==> config.mk <==
export PLATFORM = sky130hd
export DESIGN_NAME = ctrl_fsm
export DESIGN_NICKNAME = d
export VERILOG_FILES = /design/src/rtl/ctrl_fsm_pkg.sv /design/src/rtl/ctrl_decode.sv /design/src/rtl/ctrl_fsm.sv
export SDC_FILE = /design/constraint.sdc
export NUM_CORES = 1
export LEC_CHECK = 0
export CAP_MARGIN = 5
export CORE_AREA = 2 2 42 44
export DETAILED_ROUTE_END_ITERATION = 10
export DIE_AREA = 0 0 44 46
export GPL_TIMING_DRIVEN = 0
export PLACE_DENSITY = 0.73
export SYNTH_ARGS = -nofsm -noshare
export SYNTH_HDL_FRONTEND = slang
export SYNTH_SLANG_ARGS = --single-unit
==> constraint.sdc <==
create_clock -name Clk -period 2.7 [get_ports Clk]
set_clock_uncertainty 0.15 [all_clocks]
set_input_delay 0.405 -clock Clk [delete_from_list [all_inputs] [get_ports Clk]]
set_output_delay 0.405 -clock Clk [all_outputs]
set_load 0.02 [all_outputs]
==> src/rtl/ctrl_fsm_pkg.sv <==
// Shared definitions for the multi-cycle control unit: opcode/function
// encodings, controller states and the datapath strobe bundle.
package ctrl_fsm_pkg;

  localparam logic [2:0] opADD   = 3'd0;
  localparam logic [2:0] opSUB   = 3'd1;
  localparam logic [2:0] opSEI   = 3'd2;
  localparam logic [2:0] opCEQ   = 3'd3;
  localparam logic [2:0] opCLT   = 3'd4;
  localparam logic [2:0] opSW    = 3'd5;
  localparam logic [2:0] opLW    = 3'd6;
  localparam logic [2:0] opOTHER = 3'd7;

  localparam logic [2:0] fnB0    = 3'd0;
  localparam logic [2:0] fnB1    = 3'd1;
  localparam logic [2:0] fnHALT  = 3'd7;

  typedef enum logic [1:0] {IDLE, RUN, MEMWAIT, DONE} ctrl_state_t;

  // is_load / is_halt are decode hints for the sequencer, not datapath strobes
  typedef struct packed {
    logic branch_en;
    logic pc_en;
    logic flag_write;
    logic overflow_write;
    logic mem_read;
    logic mem_write;
    logic reg_wr_en;
    logic reg_wr_imm_en;
    logic is_load;
    logic is_halt;
  } ctrl_sig_t;

endpackage

==> src/rtl/ctrl_decode.sv <==
// Pure combinational instruction decoder: opcode/function plus the registered
// flag map onto the single-cycle strobe bundle.
module ctrl_decode
  import ctrl_fsm_pkg::*;
#(
  parameter int OPW = 3,
  parameter int FNW = 3
) (
  input  logic [OPW-1:0] opcode,
  input  logic [FNW-1:0] funct,
  input  logic           flag_q,
  output ctrl_sig_t      sig
);

  // Loads are decoded as single-cycle; the sequencer stretches them when needed
  always_comb begin
    sig       = '0;
    sig.pc_en = 1'b1;
    case (opcode)
      OPW'(opADD), OPW'(opSUB): begin
        sig.reg_wr_en      = 1'b1;
        sig.overflow_write = 1'b1;
      end
      OPW'(opSEI): begin
        sig.reg_wr_en     = 1'b1;
        sig.reg_wr_imm_en = 1'b1;
      end
      OPW'(opCEQ), OPW'(opCLT): sig.flag_write = 1'b1;
      OPW'(opSW):  sig.mem_write = 1'b1;
      OPW'(opLW): begin
        sig.mem_read  = 1'b1;
        sig.reg_wr_en = 1'b1;
        sig.is_load   = 1'b1;
      end
      OPW'(opOTHER): begin
        case (funct)
          FNW'(fnB0): sig.branch_en = ~flag_q;
          FNW'(fnB1): sig.branch_en = flag_q;
          FNW'(fnHALT): begin
            sig.pc_en   = 1'b0;
            sig.is_halt = 1'b1;
          end
          default: begin
            sig.reg_wr_en      = 1'b1;
            sig.overflow_write = 1'b1;
          end
        endcase
      end
      default: ;
    endcase
  end

endmodule

==> src/rtl/ctrl_fsm.sv <==
// Multi-cycle controller: wraps the decoder with IDLE/RUN/MEMWAIT/DONE
// sequencing, the compare-flag register and the load-latency stall counter.
module ctrl_fsm
  import ctrl_fsm_pkg::*;
#(
  parameter int IW      = 9,
  parameter int OPW     = 3,
  parameter int FNW     = 3,
  parameter int MEM_LAT = 1
) (
  input  logic          Clk,
  input  logic          Reset,
  input  logic          Start,
  input  logic [IW-1:0] Instruction,
  input  logic          FLAG_IN,
  output logic          branch_en,
  output logic          pc_en,
  output logic          flag_write,
  output logic          overflow_write,
  output logic          MEM_READ,
  output logic          MEM_WRITE,
  output logic          reg_wr_en,
  output logic          reg_wr_imm_en,
  output logic          flag_q,
  output logic          Done
);

  ctrl_state_t state, next_state;
  logic [2:0]  wait_cnt, cnt_next;
  ctrl_sig_t   dec_sig, sig_out;
  logic        unused_bits;

  assign unused_bits = ^Instruction[IW-OPW-1:FNW];

  ctrl_decode #(.OPW(OPW), .FNW(FNW)) u_decode (
    .opcode (Instruction[IW-1 -: OPW]),
    .funct  (Instruction[FNW-1:0]),
    .flag_q (flag_q),
    .sig    (dec_sig)
  );

  always_ff @(posedge Clk) begin
    if (Reset) begin
      state    <= IDLE;
      wait_cnt <= 3'd0;
      flag_q   <= 1'b0;
    end else begin
      state    <= next_state;
      wait_cnt <= cnt_next;
      if (sig_out.flag_write)
        flag_q <= FLAG_IN;
    end
  end

  // Idle, halt and stall override the decoded bundle; MEMWAIT ignores Instruction
  always_comb begin
    next_state = state;
    cnt_next   = wait_cnt;
    sig_out    = '0;
    case (state)
      IDLE: if (Start) next_state = RUN;
      RUN: begin
        sig_out = dec_sig;
        if (dec_sig.is_halt) begin
          sig_out    = '0;
          next_state = DONE;
        end else if (dec_sig.is_load && (MEM_LAT > 1)) begin
          sig_out.pc_en     = 1'b0;
          sig_out.reg_wr_en = 1'b0;
          cnt_next          = 3'(MEM_LAT - 1);
          next_state        = MEMWAIT;
        end
      end
      MEMWAIT: begin
        sig_out.mem_read = 1'b1;
        cnt_next         = wait_cnt - 3'd1;
        if (wait_cnt == 3'd1) begin
          sig_out.reg_wr_en = 1'b1;
          sig_out.pc_en     = 1'b1;
          next_state        = RUN;
        end
      end
      DONE: if (Start) next_state = RUN;
      default: next_state = IDLE;
    endcase
  end

  assign branch_en      = sig_out.branch_en;
  assign pc_en          = sig_out.pc_en;
  assign flag_write     = sig_out.flag_write;
  assign overflow_write = sig_out.overflow_write;
  assign MEM_READ       = sig_out.mem_read;
  assign MEM_WRITE      = sig_out.mem_write;
  assign reg_wr_en      = sig_out.reg_wr_en;
  assign reg_wr_imm_en  = sig_out.reg_wr_imm_en;
  assign Done           = (state == DONE);

endmodule

==> out/qor.yml, run 1 <==
detail-route-antenna-nets: 0
synth_top_area_cells: "dfxtp_1 23%, ha_1 12%, a211oi_1 5.7%"
post_cts_hold_buffer_count: 0
hold_viol: 0
worst_skew_pair.late_latency_ns: 0.24
synth_cell_type_count: 31
drc: 0
worst_setup_hold_path_clk_slew_ns: 0.05
multiInputGateArea_um2: 372
layoutNonFillerInstCount: 98
share_comb_of_total_power: 0.360
outcome: "complete, no violations"
reg2reg_depth: 5
wire_per_inst_um: 11.7
clock_path_buffers: 2
yosys_warnings: 0
power.density_cell_area_nw_per_um2: 375
cap_viol_max_count: 0
final_core_util: 0.464
initial_utilization: 0.328
core-area_um2: 1610
yosys_register_bits: 6
area_growth_pct: 41.4
placed_cells_incl_taps: 96
layout.cells.most_common: "clkdlybuf4s50_1"
syn_nets: 79
die_width_um: 44
power.share.switching: 0.310
final-max-slew-violation-count: 0
hold-path-cell-count: 2
post_synth_instance_area_um2: 529
fillers: 178
die_height_um: 46
design_power_total_mw: 0.281
grt_pass1_vias: 452
dr_wl_met3_um: 100
design.die.area_um2: 2020
highest_net_fanout_along_the_worst_path: 8
cts.htree.levels: 1
worstSetupStartpointType: "input pin"
critPathCaptureType: "output port"
clock_sink_count: 6
drt_iter0_drc: 1
nNetsFinal: 101
postCtsSetupBuffers: 0
seq_power_share: 0.345
cts-root-buf: "clkbuf_4"
cp.required_ns: 2.14
io_pins: 23
layout_common_cells: "17 x clkdlybuf4s50_1, 6 x nor2_1, 6 x dfxtp_1, 5 x ha_1"
finalSetupViolCount: 0
worst_min_delay_path_class: "reg2reg"
relSlewSlack: 0.780
grt_pass1_wl_mm: 1.85
insertedDiodeCount: 0
grt_use_total: 0.126
maxUsedRoutingLayer: "met3"
timing.setup.tns_ns: 0
period_minus_slack_ns: 2.59
post_synth_inst_count: 61
globalRouteOverflowTotal: 0
timing.fmax_mhz: 386
vias: 503
min_period_over_period: 0.960
place_congestion: 0.770
detailedRoute.firstPassIterationCount: 4
tritoncts: "built"
yosys.area.top_type_share: 0.227
drive_gt1_frac: 0.111
vdd_ir_drop_max_uv: 176
syn_avg_cell_area_um2: 8.68
port_buffers: 18
wire_length_on_met1_um: 513
std_cell_rows: 15
cts_buffers: 3
pin_count_of_the_biggest_net_entering_global_routing: 11
p_int_mw: 0.194
power.static_leakage_nw: 0.293
final-seq-area_um2: 120
routed-wl-met2_um: 533
dp_slack_ns: -0.0177
timing_worst_slew_pin_value_ns: 0.331
routed_via_density: 5.13
synthDominantAreaCellType: "dfxtp_1"
setup_repair_after_global_routing_missed_its_margin: "no"
p_clk_frac: 0.296
post-dp-hpwl_um: 898
worst-setup-path-type: "in2out"
final_critical_path_setup_slack_ns: 0.108
power_switching_mw: 0.0869
route.final.wire_length_mm: 1.15
synth.yosys.seq_area_share: 0.227
antenna_found_initial: 0
cp_data_arrival_time_ns: 2.04
==> cells by family after synthesis <==
kind of cell / synth area share
AOI/OAI and AO/OA: 0.227
xor gates and xnor gates: 0.0497
adders and majority gates: 0.118
buffers and inverters: 0.0709
DFF: 0.227
muxes: 0.0378
and+or+nand+nor: 0.270
==> Yosys cell counts (all sizes together) <==
master / count
o211a: 2
nand3b: 2
o22ai: 1
o2bb2ai: 1
dfxtp: 6
and2b: 2
mux2i: 2
a31oi: 2
or3b: 1
nand3: 2
inv: 4
clkbuf: 1
xor2: 2
nor4: 1
nor2: 6
a21boi: 1
a2111o: 1
nor2b: 1
o21ai: 2
a21oi: 2
and3b: 1
nand2b: 3
ha: 5
buf: 2
and4b: 1
nand2: 1
a211oi: 4
nand4: 1
xnor2: 1
==> worst max-delay path, cell delays in order <==
cell             delay [ns]
clkdlybuf4s50_1        0.63
nand4_1                0.13
nor4_1                 0.23
clkdlybuf4s50_1        0.64
==> stage by stage <==
stage / instance area [um^2] / hold slack [ns]
finish: 748 / 0.343
CTS: 752 / 0.345
global placement: 731 / 0.329
global route: 748 / 0.384
floorplan: 529 / 0.319
detailed placement: 731 / 0.338
==> power groups by stage <==
stage / Combinational [mW] / Clock, mW / Sequential (mW)
after global placement: 0.101 / 0 / 0.0983
after CTS: 0.102 / 0.0887 / 0.0969
after global routing: 0.112 / 0.0929 / 0.0972
final: 0.101 / 0.0829 / 0.0967
after floorplan: 0.0591 / 0 / 0.0986
after detailed placement: 0.102 / 0 / 0.0986
==> per-layer routing <==
metal | up-vias | global-route usage
li1 | 264 | -
met1 | 224 | 0.141
met2 | 15 | 0.206
met3 | 0 | 0.0437
met4 | 0 | 0.0727
met5 | - | 0
==> timing repair <==
| item | CTS | global route |
|---|---|---|
| resized for setup | 1 | 1 |
| hold endpoints to repair | 0 | 0 |
| pin swaps | 0 | 0 |
| setup endpoints to repair | 1 | 3 |
==> worst paths after layout <==
path              slack [ns]           start           to
setup reg to reg        0.93        state[0]     state[1]
setup / recovery        0.11  Instruction[6]    branch_en
hold reg to reg         0.34     wait_cnt[1]  wait_cnt[1]
hold / removal          0.34     wait_cnt[1]  wait_cnt[1]
==> layout make-up <==
cell class,count,area share
Timing Repair Buffer,18,0.239
Sequential cell,6,0.161
Buffer,2,0.0251
Inverter,4,0.0201
Multi-Input combinational cell,48,0.497
Tap cell,17,0.0284
Clock buffer,3,0.0301
==> flip-flops by register name, indices dropped and copies added, names as in the netlist <==
signal	flops
wait_cnt	3
flag_q	1
state	2
No activity file was read; power rests on OpenSTA's default activity.
==> run 2, diff against run 1 <==
Settings changed: PLACE_DENSITY 0.73 to 0.75.
Clock period 2.7 ns to 2.2 ns, I/O delays scaled along.
==> out/qor.yml, run 2 (synthesized netlist as in run 1, its figures left out) <==
outcome: "complete, no violations"
io_pins: 23  # unchanged
place_congestion: 0.740  # -4.0%
std_cell_rows: 15  # unchanged
critPathCaptureType: "output port"
design.die.area_um2: 2020  # unchanged
fin_area_um2: 752  # +0.50%
period_minus_slack_ns: 2.14
largest_register_ffs: 3  # unchanged
cts.htree.levels: 1  # unchanged
area_growth_pct: 42.1
cp_data_arrival_time_ns: 1.66  # -0.38 ns
worst-setup-path-type: "in2out"
reg2reg_depth: 5  # unchanged
clock_sink_count: 6  # unchanged
vdd_ir_drop_max_uv: 223  # +27%
start_point_of_the_worst_min_delay_path: "flag_q"
cts-root-buf: "clkbuf_4"
port_buffers: 18  # unchanged
cp-startpoint: "Instruction[8]"
detail-route-antenna-nets: 0  # unchanged
vias: 520  # +3.4%
die_width_um: 44  # unchanged
antenna_found_initial: 0  # unchanged
critical_path.reg2reg.startpoint: "state[0]"
core-area_um2: 1610  # unchanged
post-dp-hpwl_um: 910  # +1.4%
detailedRoute.firstPassIterationCount: 4  # unchanged
clock_path_buffers: 2  # unchanged
grt_pass1_wl_mm: 2.01  # +8.5%
cp.required_ns: 1.72  # -0.42 ns
worstSetupStartpointType: "input pin"
wire_per_inst_um: 11.8  # +0.80%
final_core_util: 0.466  # +0.00233
drt_iter0_drc: 6  # +5
placedInstanceArea_um2: 731  # unchanged
power.static_leakage_nw: 0.332  # +13%
final-max-slew-violation-count: 0  # unchanged
die_height_um: 46  # unchanged
insertedDiodeCount: 0  # unchanged
drive_gt1_frac: 0.183  # +0.0718
hold_viol: 0  # unchanged
tritoncts: "built"
fillers: 161  # -9.6%
drc: 0  # unchanged
worst_setup_hold_path_clk_slew_ns: 0.04  # about the same
cts_buffers: 3  # unchanged
hold-path-cell-count: 2  # unchanged
hold_path_end: "flag_q"
worst_min_delay_path_class: "reg2reg"
grt_pass1_vias: 482  # +6.6%
timing.fmax_mhz: 468
initial_utilization: 0.328  # unchanged
grt_use_total: 0.136  # +0.0107
timing_worst_slew_pin_value_ns: 0.276  # -0.0546 ns
globalRouteOverflowTotal: 0  # unchanged
relSlewSlack: 0.815  # +0.0358
layout_common_cells: "9 x clkdlybuf4s50_1, 6 x nor2_1, 6 x dfxtp_1, 5 x dlygate4sd2_1"
min_period_over_period: 0.972
routed_via_density: 5.25  # +2.3%
route.final.wire_length_mm: 1.17  # +1.8%
crit-reg2reg-capture: "state[1]"
pin_count_of_the_biggest_net_entering_global_routing: 11  # unchanged
cap_viol_max_count: 0  # unchanged
layout.cells.most_common: "clkdlybuf4s50_1"
worst_skew_pair.late_latency_ns: 0.24  # about the same
regMostFlops: "wait_cnt"
rrSetupSlack_ns: 0.50  # -0.43 ns
highest_net_fanout_along_the_worst_path: 10  # +2
registers_with_the_most_flip_flops: "wait_cnt (3), state (2), flag_q (1)"
nNetsFinal: 102  # +0.99%
power.density_cell_area_nw_per_um2: 458  # +22%
finalSetupViolCount: 0  # unchanged
-- run 2: how the worst max path moves through the flow --
stage,to,slack (ns),cells after the start
finish,pc_en,0.06,6
global route,pc_en,-0.02,6
CTS,flag_write,0.003,4
detailed placement,flag_write,-0.40,4
global placement,flag_write,-0.39,4
floorplan,branch_en,0.34,4
-- run 2: area by class of cell --
cell class	count	area, um^2	area share
Inverter	4	15.0	0.0200
Sequential cell	6	120	0.160
Clock buffer	3	22.5	0.0300
Tap cell	17	21.3	0.0283
Timing Repair Buffer	19	174	0.231
Buffer	2	18.8	0.0250
Multi-Input combinational cell	48	380	0.506
-- run 2: metrics by stage --
step,TNS (ns),hold slack (ns),power [mW],std cells,setup WS [ns]
finish,0,0.351,0.344,99,0.0626
global route,-0.0181,0.368,0.372,99,-0.0181
CTS,0,0.345,0.342,98,0.00287
detailed placement,-1.98,0.346,0.247,96,-0.396
global placement,-1.81,0.330,0.244,96,-0.388
floorplan,0,0.252,0.194,61,0.343
-- run 2: what timing repair did --
item | in CTS | in global routing
hold buffers | 0 | 0
setup buffers | 0 | 1
endpoints found under the setup margin | 8 | 6
resized for setup | 11 | 7
pin swaps | 0 | 1
-- run 2: metal layers --
layer | up-vias | routed length (um) | GRT usage
met2 | 15 | 548 | 0.226
li1 | 265 | - | -
met1 | 238 | 514 | 0.158
met3 | 2 | 97 | 0.0635
met4 | 0 | 8 | 0.0364
met5 | - | 0 | 0
-- run 2: report_power, final --
group	leakage, nW	internal, mW	switching, mW
sequential	0.0487	0.115	0.00456
clock	0.0138	0.0614	0.0357
combinational	0.269	0.0622	0.0658
-- run 2: critical path, stage by stage --
cell and delay, ns:
clkdlybuf4s50_1 0.47, buf_4 0.16, nand3_2 0.09, o21ai_2 0.21, a21oi_1 0.10, clkdlybuf4s15_1 0.29
==> run 3, diff against run 2 <==
Clock period 2.2 ns to 1.9 ns, I/O delays scaled along.
==> out/qor.yml, run 3 (synthesized netlist as in run 1, its figures left out) <==
outcome: "complete, no violations"
min_period_over_period: 0.974
drt_iter0_drc: 2  # -4
timing_worst_slew_pin_value_ns: 0.282  # +0.00577 ns
route.final.wire_length_mm: 1.31  # +12%
antenna_found_initial: 0  # unchanged
drc: 0  # unchanged
cp.required_ns: 1.46  # -0.26 ns
setup_repair_after_global_routing_missed_its_margin: "yes"
post-dp-hpwl_um: 910  # unchanged
largest_register_ffs: 3  # unchanged
cts.htree.levels: 1  # unchanged
power.share.switching: 0.310  # +0.00198
design.die.area_um2: 2020  # unchanged
timing.fmax_mhz: 540
critPathCaptureType: "output port"
cap_viol_max_count: 0  # unchanged
port_buffers: 18  # unchanged
relSlewSlack: 0.812  # -0.00386
seq_power_share: 0.330  # -0.016
area_growth_pct: 56.3
hold_viol: 0  # unchanged
p_clk_frac: 0.257  # -0.025
power.static_leakage_nw: 0.366  # +10%
cp_data_arrival_time_ns: 1.42  # -0.24 ns
nNetsFinal: 105  # +2.9%
layoutNonFillerInstCount: 102  # +3.0%
routed_via_density: 5.21  # -0.89%
final-max-slew-violation-count: 0  # unchanged
dp_slack_ns: -0.606  # -0.210 ns
insertedDiodeCount: 0  # unchanged
placed_cells_incl_taps: 96  # unchanged
rrSetupSlack_ns: 0.28  # -0.22 ns
io_pins: 23  # unchanged
highest_net_fanout_along_the_worst_path: 5  # -5
wire_per_inst_um: 12.9  # +8.9%
worst_min_delay_path_class: "in2reg"
worst_skew_pair.late_latency_ns: 0.24  # about the same
tritoncts: "built"
finalSetupViolCount: 0  # unchanged
cts-root-buf: "clkbuf_4"
power.density_cell_area_nw_per_um2: 522  # +14%
post_cts_hold_buffer_count: 0  # unchanged
worstSetupStartpointType: "input pin"
p_int_mw: 0.298  # +25%
worst_setup_hold_path_clk_slew_ns: 0.04  # about the same
place_congestion: 0.740  # unchanged
share_comb_of_total_power: 0.413  # +0.041
registers_with_the_most_flip_flops: "wait_cnt (3), state (2), flag_q (1)"
core-area_um2: 1610  # unchanged
pin_count_of_the_biggest_net_entering_global_routing: 11  # unchanged
std_cell_rows: 15  # unchanged
regMostFlops: "wait_cnt"
grt_pass1_vias: 499  # +3.5%
die_width_um: 44  # unchanged
detail-route-antenna-nets: 0  # unchanged
globalRouteOverflowTotal: 0  # unchanged
layout_common_cells: "6 x nor2_1, 6 x clkdlybuf4s50_1"
period_minus_slack_ns: 1.85
final_critical_path_setup_slack_ns: 0.0496  # -0.0131 ns
detailedRoute.firstPassIterationCount: 2  # -2
grt_pass1_wl_mm: 2.05  # +2.1%
drive_gt1_frac: 0.341  # +0.158
worst-setup-path-type: "in2out"
clock_path_buffers: 2  # unchanged
power_switching_mw: 0.134  # +26%
cts_buffers: 3  # unchanged
die_height_um: 46  # unchanged
vias: 531  # +2.1%
clock_sink_count: 6  # unchanged
initial_utilization: 0.328  # unchanged
grt_use_total: 0.139  # +0.00247
vdd_ir_drop_max_uv: 271  # +22%
## run 3: per-layer routing
layer,GRT usage,routed length (um)
met5,0,0
met4,0.0364,0
met3,0.0635,92
met2,0.241,662
met1,0.153,557
## run 3: worst paths after layout
kind	start	to	cells after the start
min	Instruction[7]	state[1]	4
min reg2reg	flag_q	flag_q	2
max	Instruction[0]	reg_wr_en	5
max reg2reg	state[0]	state[1]	5
## run 3: cell type report
class                   count  area [um^2]
fillers                   148          787
plain buffers               2         22.5
repair buffers             22          200
flip-flops and latches      6          125
inverters                   4         15.0
multi-input cells          48          420
well taps                  17         21.3
clock buffers               3         22.5
## run 3: per-stage QoR
| step | cell area, um^2 | hold WS (ns) | power [mW] | utilization | setup TNS (ns) |
|---|---|---|---|---|---|
| after floorplan | 529 | 0.207 | 0.224 | - | 0 |
| after global placement | 731 | 0.330 | 0.283 | 0.453 | -3.49 |
| after detailed placement | 731 | 0.346 | 0.285 | 0.453 | -3.66 |
| after CTS | 757 | 0.311 | 0.407 | 0.469 | -0.0653 |
| after global routing | 827 | 0.321 | 0.465 | 0.512 | -0.0596 |
| final | 827 | 0.316 | 0.432 | 0.512 | 0 |
## run 3: power by group through the flow
stage          Sequential [mW]  Clock [mW]  Combinational (mW)
2_1_floorplan            0.140           0              0.0840
3_3_place_gp             0.139           0               0.143
3_5_place_dp             0.140           0               0.145
4_1_cts                  0.138       0.118               0.150
5_1_grt                  0.143       0.129               0.193
6_report                 0.143       0.111               0.179
## run 3: critical path, cell delays in order
cell and delay (ns):
clkdlybuf4s50_1 0.51, nand3_2 0.15, o21ai_1 0.21, o22ai_2 0.12, buf_6 0.14
## run 3: timing repair
item | in CTS | in global routing
gates resized for setup | 32 | 19
setup endpoints to repair | 8 | 8
cloned | 0 | 1
pin swaps | 1 | 7
setup buffers | 1 | 2
==> patch 1: new RTL, config.mk and constraints of run 2 <==
`FNW` is set to 3 in 2 places; all go to 2.
--- a/src/rtl/ctrl_decode.sv
+++ b/src/rtl/ctrl_decode.sv
@@ -4,7 +4,7 @@
   import ctrl_fsm_pkg::*;
 #(
   parameter int OPW = 3,
-  parameter int FNW = 3
+  parameter int FNW = 2
 ) (
   input  logic [OPW-1:0] opcode,
   input  logic [FNW-1:0] funct,
--- a/src/rtl/ctrl_fsm.sv
+++ b/src/rtl/ctrl_fsm.sv
@@ -5,7 +5,7 @@
 #(
   parameter int IW      = 9,
   parameter int OPW     = 3,
-  parameter int FNW     = 3,
+  parameter int FNW     = 2,
   parameter int MEM_LAT = 1
 ) (
   input  logic          Clk,
Check against the original RTL: not equivalent (a bounded check fails within 4 cycles, from zero or initial values and one cycle with Reset high).
==> patch 1 against run 2 <==
  * Utilization is 3.2 points lower
  * Largest power group is now sequential cells
  * Synthesized area down 9.5%
  * Sequential cell count unchanged
  * Worst setup slack gained 0.016 ns
  * Fmax is 0.77% higher
  * Global-route usage down 1.6 points
  * Critical path type unchanged
  * Cell area fell by 6.8%
  * Power shrank 1.1%
  * Critical endpoint is now reg_wr_en
  * Wire length fell by 5.8%
  * Via count shrank 6.3%
  * Non-clock buffer count shrank 3
==> patch 1: results (changes against run 2) <==
| Metric | Value |
|---|---|
| Detail-routed net length per standard cell | 11.47 microns (-2.9%) |
| Wire length of the first global-routing pass | 1835 microns (-8.6%) |
| Max Freq | 471.4 MHz (+0.77%) |
| Maximum ir drop on the vdd rail | 267.1 uV (+20%) |
| Number of fill cells | 170 (+5.6%) |
| Average instance area after synthesis | 8.122 sq um (-6.4%) |
| Per-cell via count in the routed design | 5.073 (-3.4%) |
| Largest fanout of any net on the critical path | 4 (-6) |
| Dominant cells by area after synthesis | sky130_fd_sc_hd__dfxtp_1 25%, sky130_fd_sc_hd__ha_1 13%, sky130_fd_sc_hd__a211oi_1 6.3% |
| Drt initial violations | 12 (+6) |
| Number of detailed-routing iterations run before antenna repair | 2 (-2) |
| Cells on Worst Hold Path | 2 (unchanged) |
| Hold endpoint | flag_q |
| Post-Place Worst Slack | -0.3923 ns (+0.003826 ns) |
| Net count reported at finish | 99 (-2.9%) |
| Most common library cells after synthesis | 7 x sky130_fd_sc_hd__nor2_1, 6 x sky130_fd_sc_hd__dfxtp_1, 6 x sky130_fd_sc_hd__inv_1 |
| Ratio of cells with drive above 1 in the final layout | 10.13% (-8.2 points) |
| Insertion delay to the later sink of the worst-skew pair | 0.24 ns (about the same) |
| Crit path capture | reg_wr_en |
| Global placer's final weighted congestion | 0.7535 (+1.8%) |
| Lkg Pwr | 0.2965 nW (-11%) |
| Synthesized net count | 77 (-2.5%) |
| Cell total after placement | 94 (-2.1%) |
| Worst-Margin Slew | 0.3609 ns (+0.08495 ns) |
| Post-detailed-placement half-perimeter wirelength | 915.2 microns (+0.53%) |
| Vias in the first global route | 471 (-2.3%) |
| Outcome | completed |
| Critical path data arrival time | 1.64 ns (-0.02 ns) |
| Total global routing track utilization | 12.09% (-1.6 points) |
| Cell variety after synth | 25 (-19%) |
| Worst Setup SP | Instruction[0] |
| Vias | 487 (-6.3%) |
| Sequential area share after synthesis | 25.07% (+2.4 points) |
| Count of input and output buffers | 18 (unchanged) |
| Worst R2R Setup Slack | 0.47 ns (-0.03 ns) |
-- patch 1: cells by family (layout without fill, tap and decap cells) --
family | after synthesis | in the layout | synth area share (%)
flops | 6 | 6 | 25.07
xor+xnor | 3 | 3 | 5.484
fa+ha+maj | 5 | 5 | 13.05
compound gates | 14 | 14 | 21.41
mux | 2 | 2 | 4.178
simple gates | 22 | 22 | 25.33
buf+inv | 7 | 27 | 5.482
-- patch 1: final cells by class --
cell class | count | area, sq um | area share (%)
clock buffers | 3 | 22.52 | 3.214
flip-flops and latches | 6 | 120.1 | 17.14
well taps | 17 | 21.27 | 3.036
repair buffers | 18 | 176.4 | 25.18
inverters | 6 | 22.52 | 3.214
multi-input cells | 46 | 337.8 | 48.21
-- patch 1: report_power, final --
group          internal, mW  switching, mW
Clock                0.0617         0.0390
Combinational        0.0549         0.0630
Sequential            0.115        0.00677
-- patch 1: per-layer routing --
| metal | routed length [microns] | vias to the layer above | global-route usage, % |
|---|---|---|---|
| met5 | 0 | - | 0 |
| met4 | 0 | 0 | 6.061 |
| met3 | 98 | 0 | 3.175 |
| met2 | 530 | 17 | 20.59 |
| met1 | 472 | 217 | 13.92 |
| li1 | - | 253 | - |
-- patch 1: repair_timing --
item                                    CTS  global route
setup buffers                             0             0
hold buffers                              0             0
resized for setup                        14             2
endpoints found under the setup margin    8             5
hold endpoints to repair                  0             0
gates cloned                              0             0
pin swaps                                 0             0
-- patch 1: metrics by stage --
step / setup TNS [ns] / hold WS [ns] / util (%) / cell area, sq um
after floorplan: 0 / 0.2524 / - / 479.2
after global placement: -1.738 / 0.3257 / 42.17 / 680.7
after detailed placement: -1.826 / 0.3359 / 42.17 / 680.7
after CTS: 0 / 0.3423 / 43.18 / 696.9
after global routing: 0 / 0.3827 / 43.41 / 700.7
final: 0 / 0.3364 / 43.41 / 700.7
==> patch 2: new RTL, config.mk and constraints of run 2 <==
Made on the original files. Put a register stage on the outputs `MEM_READ`, `MEM_WRITE` and `Done`, without a reset. The values now appear one clock later. The other outputs are not delayed to match.
--- a/src/rtl/ctrl_fsm.sv
+++ b/src/rtl/ctrl_fsm.sv
@@ -89,11 +89,13 @@
   assign pc_en          = sig_out.pc_en;
   assign flag_write     = sig_out.flag_write;
   assign overflow_write = sig_out.overflow_write;
-  assign MEM_READ       = sig_out.mem_read;
-  assign MEM_WRITE      = sig_out.mem_write;
   assign reg_wr_en      = sig_out.reg_wr_en;
   assign reg_wr_imm_en  = sig_out.reg_wr_imm_en;
-  assign Done           = (state == DONE);
+  always_ff @(posedge Clk) begin
+    MEM_READ  <= sig_out.mem_read;
+    MEM_WRITE <= sig_out.mem_write;
+    Done      <= (state == DONE);
+  end
 
 endmodule
 
Check against the original RTL: not equivalent (a bounded check fails within 4 cycles, from zero or initial values and one cycle with Reset high).
==> patch 2 against run 2 <==
  * Sequential share of layout area is 6.4 points higher
  * Synthesized area is 12% higher
  * Synthesized cell count is 4.9% higher
  * Sequential cell count is 3 higher
  * Global-route usage is 0.70 points higher
  * Worst setup slack better by 0.048 ns
  * Power is 22% higher
  * Die area stayed put
  * Non-clock buffer count is 1 lower
  * Wire length is 4.1% higher
  * Cell area is 7.2% higher
==> patch 2: results (changes against run 2) <==
| Metric | Value |
|---|---|
| Outcome | completed |
| Detail-routed net length per standard cell | 11.93 microns (+1.0%) |
| Clock slew at the register clock pins of the worst setup and hold paths | 0.06 ns (+0.02 ns) |
| Net count reported at finish | 104 (+2.0%) |
| Post-detailed-placement half-perimeter wirelength | 970.1 microns (+6.6%) |
| Drt initial violations | 7 (+1) |
| Lkg Pwr | 0.3357 nW (+1.2%) |
| Vias in the first global route | 518 (+7.5%) |
| Launch instance of the worst min-delay path | Instruction[7] |
| Ratio of cells with drive above 1 in the final layout | 21.18% (+2.9 points) |
| Number of buffers between clock root and the deepest sink | 2 (unchanged) |
| Detailed Route WL | 1217 microns (+4.1%) |
| Met2 usage | 25.88% (+3.2 points) |
| Cell variety after synth | 30 (-3.2%) |
| Hold endpoint | MEM_WRITE |
| Total global routing track utilization | 14.34% (+0.70 points) |
| Wire length of the first global-routing pass | 2145 microns (+6.9%) |
| Worst hold slack | 0.3059 ns (-0.04560 ns) |
| Dominant cells by area after synthesis | sky130_fd_sc_hd__dfxtp_1 30%, sky130_fd_sc_hd__ha_1 11%, sky130_fd_sc_hd__a211oi_1 5.1% |
| Number of detailed-routing iterations run before antenna repair | 4 (unchanged) |
| Prevailing post-synth register cell | sky130_fd_sc_hd__dfxtp_1 |
| Worst min-delay path class | in -> reg |
| Largest registers | wait_cnt x3, state x2 |
| Highest routed metal layer | met3 |
| Vias | 539 (+3.7%) |
| Sequential area share after synthesis | 30.44% (+7.7 points) |
| Met2 wire length | 635 microns (+16%) |
| Placed instance area | 793.3 sq um (+8.6%) |
| Length of routed wiring on met1 | 530 microns (+3.1%) |
| Worst-Margin Slew | 0.2746 ns (-0.001372 ns) |
| Most common library cells after synthesis | 9 x sky130_fd_sc_hd__dfxtp_1, 6 x sky130_fd_sc_hd__nor2_1, 5 x sky130_fd_sc_hd__ha_1 |
| Synthesized net count | 82 (+3.8%) |
| Source of the worst register-to-register timing path | state[0] |
| Number of buffers added for setup after CTS | 0 (unchanged) |
| Worst R2R Setup Slack | 0.48 ns (-0.02 ns) |
| Clock tree root buffer cell | sky130_fd_sc_hd__clkbuf_4 |
| Wire length on met3 | 51 microns (-47%) |
| Critical path data arrival time | 1.61 ns (-0.05 ns) |
| Maximum ir drop on the vdd rail | 326.9 uV (+47%) |
| Global placer's final weighted congestion | 0.7193 (-2.8%) |
| Met1 track demand over resource | 16.15% (+0.39 points) |
| Instance count of the mapped netlist | 64 (+4.9%) |
| GRT met3 Usage | 5.952% (-0.40 points) |
| Cell total after placement | 99 (+3.1%) |
| Post-Place Worst Slack | -0.4238 ns (-0.02773 ns) |
-- patch 2: area by class of cell --
class                   instances  area, sq um
multi-input cells              48        382.9
flip-flops and latches          9        180.2
inverters                       4        15.01
plain buffers                   2        18.77
clock buffers                   4        26.28
repair buffers                 18        161.4
fillers                       157        808.3
well taps                      17        21.27
-- patch 2: critical path, stage by stage --
cell,delay (ns)
sky130_fd_sc_hd__clkdlybuf4s50_1,0.47
sky130_fd_sc_hd__buf_4,0.16
sky130_fd_sc_hd__nand3_2,0.10
sky130_fd_sc_hd__o21ai_2,0.20
sky130_fd_sc_hd__nor2_1,0.07
sky130_fd_sc_hd__clkdlybuf4s15_1,0.28
-- patch 2: worst max-delay path by stage --
stage | slack, ns | start | endpoint
floorplan | 0.34 | state[1] | branch_en
global placement | -0.42 | Instruction[6] | flag_write
detailed placement | -0.42 | Instruction[6] | flag_write
CTS | 0.004 | Instruction[8] | reg_wr_imm_en
global route | 0.01 | Instruction[8] | overflow_write
finish | 0.11 | Instruction[8] | overflow_write
-- patch 2: logic make-up (layout without fill, tap and decap cells) --
| group | Yosys count | count (layout) | synth area share, % |
|---|---|---|---|
| flops | 9 | 9 | 30.44 |
| fa+ha+maj | 5 | 5 | 10.57 |
| simple gates | 22 | 22 | 24.53 |
| buf+inv | 7 | 28 | 6.341 |
| compound gates | 16 | 16 | 20.30 |
| mux | 2 | 2 | 3.383 |
| xor+xnor | 3 | 3 | 4.441 |
-- patch 2: timing repair --
item,in CTS,in global routing
setup endpoints to repair,6,5
cloned,0,0
pin swaps,0,1
gates resized for setup,11,10
-- patch 2: power by group --
part | switching, mW | leakage (nW) | internal, mW | total, mW
registers | 0.00543 | 0.0730 | 0.170 | 0.175
clock network | 0.0529 | 0.0150 | 0.0696 | 0.122
logic | 0.0656 | 0.248 | 0.0584 | 0.124
